==> config.mk <==
export PLATFORM = sky130hd
export DESIGN_NAME = text_buffer_writer
export DESIGN_NICKNAME = d
export VERILOG_FILES = /design/src/rtl/text_buffer_writer_pkg.sv /design/src/rtl/char_ram.sv /design/src/rtl/text_buffer_writer.sv
export SDC_FILE = /design/constraint.sdc
export NUM_CORES = 2
export LEC_CHECK = 0
export BUFFER_PORTS_ARGS = -buffer_cell sky130_fd_sc_hd__buf_4
export CORE_AREA = 2 2 487 489
export CTS_CLUSTER_DIAMETER = 40
export DETAILED_ROUTE_END_ITERATION = 8
export DIE_AREA = 0 0 489 491
export GPL_TIMING_DRIVEN = 0
export RECOVER_POWER = 100
export SETUP_SLACK_MARGIN = 0.5
export SYNTH_ARGS = -nofsm -noshare
export SYNTH_HDL_FRONTEND = slang
export SYNTH_HIERARCHICAL = 1
export SYNTH_SLANG_ARGS = --single-unit
==> constraint.sdc <==
create_clock -name iVGA_CLK -period 10 [get_ports iVGA_CLK]
set_input_delay 1 -clock iVGA_CLK [delete_from_list [all_inputs] [get_ports iVGA_CLK]]
set_output_delay 1 -clock iVGA_CLK [all_outputs]
set_load 0.01 [all_outputs]
==> src/rtl/text_buffer_writer_pkg.sv <==
// rtl/text_buffer_writer_pkg.sv - shared geometry, control codes and state encoding for the text buffer
package text_buffer_writer_pkg;

   localparam int WIDTH_IN_CHARS          = 21;
   localparam int HEIGHT_IN_CHARS         = 12;
   localparam int MAXIMUM_NUMBER_OF_CHARS = WIDTH_IN_CHARS * HEIGHT_IN_CHARS;

   localparam logic [7:0] COLS_B    = 8'(WIDTH_IN_CHARS);
   localparam logic [7:0] DEPTH_B   = 8'(MAXIMUM_NUMBER_OF_CHARS);
   localparam logic [7:0] LAST_ADDR = 8'(MAXIMUM_NUMBER_OF_CHARS - 1);
   localparam logic [7:0] LAST_K    = 8'(WIDTH_IN_CHARS - 1);
   localparam logic [4:0] LAST_COL  = 5'(WIDTH_IN_CHARS - 1);
   localparam logic [3:0] LAST_ROW  = 4'(HEIGHT_IN_CHARS - 1);

   localparam logic [7:0] CH_BS = 8'h08;
   localparam logic [7:0] CH_LF = 8'h0A;
   localparam logic [7:0] CH_FF = 8'h0C;
   localparam logic [7:0] CH_CR = 8'h0D;

   typedef enum logic [1:0] {
      ST_CLEAR  = 2'd0,
      ST_RUN    = 2'd1,
      ST_ROWCLR = 2'd2
   } state_t;

   // Start address of a row; the largest result (11*21) stays inside 8 bits.
   function automatic logic [7:0] row_base(input logic [3:0] row);
      return 8'(row) * COLS_B;
   endfunction

endpackage

==> src/rtl/char_ram.sv <==
// rtl/char_ram.sv - character storage: one write port, one registered read port, contents not reset
module char_ram
   import text_buffer_writer_pkg::*;
(
   input  logic       iVGA_CLK,
   input  logic       iRST_n,
   input  logic       we,
   input  logic [7:0] waddr,
   input  logic [7:0] wdata,
   input  logic [7:0] rd_addr,
   output logic [7:0] rd_data
);

   logic [7:0] mem [0:MAXIMUM_NUMBER_OF_CHARS-1];

   always_ff @(posedge iVGA_CLK) begin
      if (we)
         mem[waddr] <= wdata;
   end

   // Out-of-range addresses read as blank; same-address write returns the old byte.
   always_ff @(posedge iVGA_CLK or negedge iRST_n) begin
      if (!iRST_n)
         rd_data <= 8'h00;
      else if (rd_addr < DEPTH_B)
         rd_data <= mem[rd_addr];
      else
         rd_data <= 8'h00;
   end

endmodule

==> src/rtl/text_buffer_writer.sv <==
// rtl/text_buffer_writer.sv - byte stream to character RAM with cursor, control codes and row clearing
module text_buffer_writer
   import text_buffer_writer_pkg::*;
(
   input  logic       iVGA_CLK,
   input  logic       iRST_n,
   input  logic       in_valid,
   input  logic [7:0] in_char,
   output logic       in_ready,
   input  logic       clear_req,
   input  logic [7:0] rd_addr,
   output logic [7:0] rd_data,
   output logic [4:0] cursor_col,
   output logic [3:0] cursor_row,
   output logic       busy
);

   state_t     state;
   logic [7:0] ptr;
   logic       accept;
   logic       printable;
   logic [7:0] row_addr;
   logic       we;
   logic [7:0] waddr;
   logic [7:0] wdata;

   assign in_ready  = (state == ST_RUN) && !clear_req;
   assign accept    = in_valid && in_ready;
   assign busy      = (state != ST_RUN);
   assign printable = (in_char >= 8'h20) && (in_char <= 8'h7E);
   assign row_addr  = row_base(cursor_row);

   // Write port is shared between the sweep pointer and the cursor.
   always_comb begin
      we    = 1'b0;
      waddr = ptr;
      wdata = 8'h00;
      case (state)
         ST_CLEAR: begin
            we    = 1'b1;
            waddr = ptr;
         end
         ST_ROWCLR: begin
            we    = 1'b1;
            waddr = row_addr + ptr;
         end
         ST_RUN: begin
            if (accept && printable) begin
               we    = 1'b1;
               waddr = row_addr + {3'b000, cursor_col};
               wdata = in_char;
            end else if (accept && in_char == CH_BS && cursor_col != 5'd0) begin
               we    = 1'b1;
               waddr = row_addr + {3'b000, cursor_col - 5'd1};
            end
         end
         default: ;
      endcase
   end

   always_ff @(posedge iVGA_CLK or negedge iRST_n) begin
      if (!iRST_n) begin
         state      <= ST_CLEAR;
         ptr        <= 8'd0;
         cursor_col <= 5'd0;
         cursor_row <= 4'd0;
      end else if (clear_req || (accept && in_char == CH_FF)) begin
         state      <= ST_CLEAR;
         ptr        <= 8'd0;
         cursor_col <= 5'd0;
         cursor_row <= 4'd0;
      end else begin
         case (state)
            ST_CLEAR: begin
               if (ptr == LAST_ADDR) begin
                  state <= ST_RUN;
                  ptr   <= 8'd0;
               end else begin
                  ptr <= ptr + 8'd1;
               end
            end
            ST_ROWCLR: begin
               if (ptr == LAST_K) begin
                  state <= ST_RUN;
                  ptr   <= 8'd0;
               end else begin
                  ptr <= ptr + 8'd1;
               end
            end
            ST_RUN: begin
               if (accept) begin
                  // A full row and a line feed both move to a fresh, cleared row.
                  if ((printable && cursor_col == LAST_COL) || in_char == CH_LF) begin
                     cursor_col <= 5'd0;
                     cursor_row <= (cursor_row == LAST_ROW) ? 4'd0 : cursor_row + 4'd1;
                     state      <= ST_ROWCLR;
                     ptr        <= 8'd0;
                  end else if (printable) begin
                     cursor_col <= cursor_col + 5'd1;
                  end else if (in_char == CH_CR) begin
                     cursor_col <= 5'd0;
                  end else if (in_char == CH_BS && cursor_col != 5'd0) begin
                     cursor_col <= cursor_col - 5'd1;
                  end
               end
            end
            default: state <= ST_CLEAR;
         endcase
      end
   end

   char_ram u_char_ram (
      .iVGA_CLK (iVGA_CLK),
      .iRST_n   (iRST_n),
      .we       (we),
      .waddr    (waddr),
      .wdata    (wdata),
      .rd_addr  (rd_addr),
      .rd_data  (rd_data)
   );

endmodule
==> run metrics <==
Die Span Y about 490 um; Endpoint, Worst Hold state[1]$_DFFE_PN0P_; leakage 31.6 nW; Most used DFF post-synth edfxtp_1; total grt overflow 0; critical path class flip-flop to flip-flop; CP startpoint state[1]$_DFFE_PN0P_; Synth cell types 100; Avg Cell Area, Syn 19.8 um2; first-pass GRT wire length 414 mm; core area roughly 0.23 mm2; Vias ~49000; antenna violations before repair 23; Peak VDD IR 0.261 mV; Boundary Pins 39; area of the multi-input gates around 0.020 mm2; Flop pwr share 0.447; post-CTS sizing 0; TritonCTS clock tree built; Placed Area between 0.08 and 0.09 mm2; cell accounting for the most synthesized area edfxtp_1; max_slew headroom -2.18; Hold Crit Class primary input to flip-flop; Sink Count roughly 2000; CTS Buf Count 284; post-route cell area about 0.096 mm2; antenna-violating nets left 0; Clock Latency Late Sink between 0.9 and 1 ns; residual DRC count 0; number of post-CTS setup repair buffers 0; Slew Viols, Final roughly 1400; htree depth 5; fill count around 21000; Crit. End Element flip-flop; DPL Wire Length slightly above 200 mm; routability congestion estimate between 1 and 1.5; synth warn 6; final worst-path setup slack about 1.7 ns; total of max-cap violations 46; Worst Tran Pin Value roughly 4.8 ns; Layout Skew around 0.06 ns; crit share post-route 0.831; Starting Density 0.349; register area 0.0612 mm2; async set or reset register ratio after synthesis 0.0132; pin count of the biggest net entering global routing 89; vias in the first global route about 46000; crit path time final approximately 8.3 ns; Root Buffer clkbuf_16; Critical Path RT between 10 and 15 ns; Syn-to-layout area delta 17.8%; gr usage total 0.259; Sw Share 0.252; Clk pin slew, worst setup/hold paths approximately 0.05 ns; Synth area leaders edfxtp_1 (74%), mux4_2 (12%), mux2i_1 (2.6%); netlist area before placement approximately 0.082 mm2; status finished, violations left; reg2reg path depth 7; Starting DRT DRC Count ~9700; clk buf depth 4; Rows approximately 180; violations in the final reports max-capacitance violations, max-slew violations; internal power 16.0 mW; Switching Power between 5 and 6 mW; final WL between 300 and 400 mm; vias per std cell 6.10; Clock Power Share 0.461; final net count 4791; WP data arrival 8.36 ns; count of state elements after synthesis 2043; Hold Path Depth 3; R2R Path End u_char_ram/mem[188][3]$_DFFE_PP_; r2r startpoint state[1]$_DFFE_PN0P_; commonest cells in the netlist edfxtp_1 (2016), mux4_2 (426), nor2_1 (299); EDFF count, synth 2016; Cells after Synth 4136; Comb pwr share 0.092; worst slack, placed 3.25 ns; R2R Setup Slk 1.69 ns; cell with the most instances after synthesis edfxtp_1; Wirelength per Cell between 30 and 40 um; Final setup viols 0; Die Area 0.240 mm2; layout cells sized above 1 0.219; Die W between 400 and 500 um; FMAX 120 MHz; Critical Path Start Type flip-flop; Yosys top cell area share 0.739; hold buffer count at CTS 0; Buffers on Ports 35; CP Max Fanout 88; P per Cell Area roughly 220 mW/mm2; hold path startpoint clear_req; final hold violation count 0; unrepaired setup endpoints after global routing no; sequential cell area fraction in the yosys report 0.748; DR pass1 iterations 9
[area by class of cell]
class / count / area share
Sequential cell: 2043 / 0.634
Multi-Input combinational cell: 2069 / 0.207
Clock buffer: 317 / 0.0762
Tap cell: 3150 / 0.0409
Clock inverter: 167 / 0.0181
Buffer: 250 / 0.0164
Timing Repair Buffer: 60 / 0.00568
Inverter: 25 / 0.000973
Antenna cell: 22 / 0.000571
[logic make-up (layout without fill, tap and decap cells)]
family | Yosys count | after routing | synth area share
xor gates and xnor gates | 23 | 23 | 0.00246
AOI/OAI and AO/OA | 479 | 479 | 0.0419
DFF | 2043 | 2043 | 0.748
other | 1 | 274 | 0.0000458
adders and majority gates | 38 | 38 | 0.00617
and+or+nand+nor | 611 | 611 | 0.0345
muxes | 666 | 666 | 0.147
buffers and inverters | 275 | 819 | 0.0200
[metal layers]
metal  up-vias  GRT usage  part of all wire
met5         -          0           0.00029
met3      1003     0.0971              0.15
li1      18200          -                 -
met4        14      0.150             0.069
met2      4372      0.376              0.43
met1     25900      0.333              0.35
[worst max-delay path by stage]
stage / depth (start not counted) / slack [ns] / end
3_3_place_gp: 5 / -0.67 / u_char_ram/mem[44][5]$_DFFE_PP_
2_1_floorplan: 4 / 4.10 / u_char_ram/mem[0][0]$_DFFE_PP_
5_1_grt: 7 / 1.42 / u_char_ram/mem[188][3]$_DFFE_PP_
6_report: 7 / 1.69 / u_char_ram/mem[188][3]$_DFFE_PP_
3_5_place_dp: 16 / 3.25 / u_char_ram/mem[73][2]$_DFFE_PP_
4_1_cts: 16 / 3.20 / u_char_ram/mem[73][4]$_DFFE_PP_
[power by group through the flow]
stage / combinational, mW / clock, mW / sequential (mW)
after CTS: 1.87 / 9.88 / 9.53
after floorplan: 0.903 / 0 / 9.70
after global routing: 1.93 / 10.2 / 9.54
after detailed placement: 1.86 / 0 / 9.71
after global placement: 1.84 / 0 / 9.74
final: 1.97 / 9.83 / 9.54
[placed cells by master (no fill, tap or decap), types with 22 or more instances in the layout]
| cell | n |
|---|---|
| conb_1 | 252 |
| a221oi_1 | 33 |
| a211oi_1 | 28 |
| ha_1 | 34 |
| clkbuf_16 | 288 |
| dfrtp_1 | 27 |
| o22ai_1 | 32 |
| edfxtp_1 | 2016 |
| a22oi_1 | 50 |
| clkinv_2 | 38 |
| nand3_1 | 68 |
| buf_2 | 53 |
| nand2_1 | 96 |
| clkinv_1 | 31 |
| a21oi_1 | 76 |
| diode_2 | 22 |
| buf_4 | 33 |
| clkbuf_1 | 150 |
| buf_6 | 35 |
| clkinvlp_4 | 24 |
| clkbuf_2 | 30 |
| mux2i_1 | 212 |
| inv_1 | 22 |
| o21ai_0 | 61 |
| mux4_2 | 426 |
| o221ai_1 | 35 |
| a31oi_1 | 29 |
| inv_6 | 31 |
| nor2_1 | 299 |
| bufinv_16 | 27 |
[per-stage QoR]
stage	TNS [ns]	hold slack, ns	util	std cells	total power [mW]
after floorplan	0	0.548	-	4387	10.6
after global placement	-598.14	0.584	0.371	7572	11.6
after detailed placement	0	0.603	0.374	7597	11.6
after CTS	0	0.0575	0.413	8081	21.3
after global routing	0	0.472	0.411	8081	21.7
final	0	0.459	0.411	8103	21.3
[critical path, stage by stage (launching register included)]
cell      delay [ns]
dfrtp_1         0.40
inv_1           0.13
ha_1            0.19
nor2b_1         0.30
nand2_1         0.27
nor2_1          0.42
and2_0          2.39
clkbuf_1        3.22
[state kept, by name (all words and copies together) (netlist names)]
register / count
u_char_ram/mem: 2016
ptr: 8
u_char_ram/rd_data: 8
cursor_col: 5
cursor_row: 4
state: 2
(Power assumes the default switching activity.)
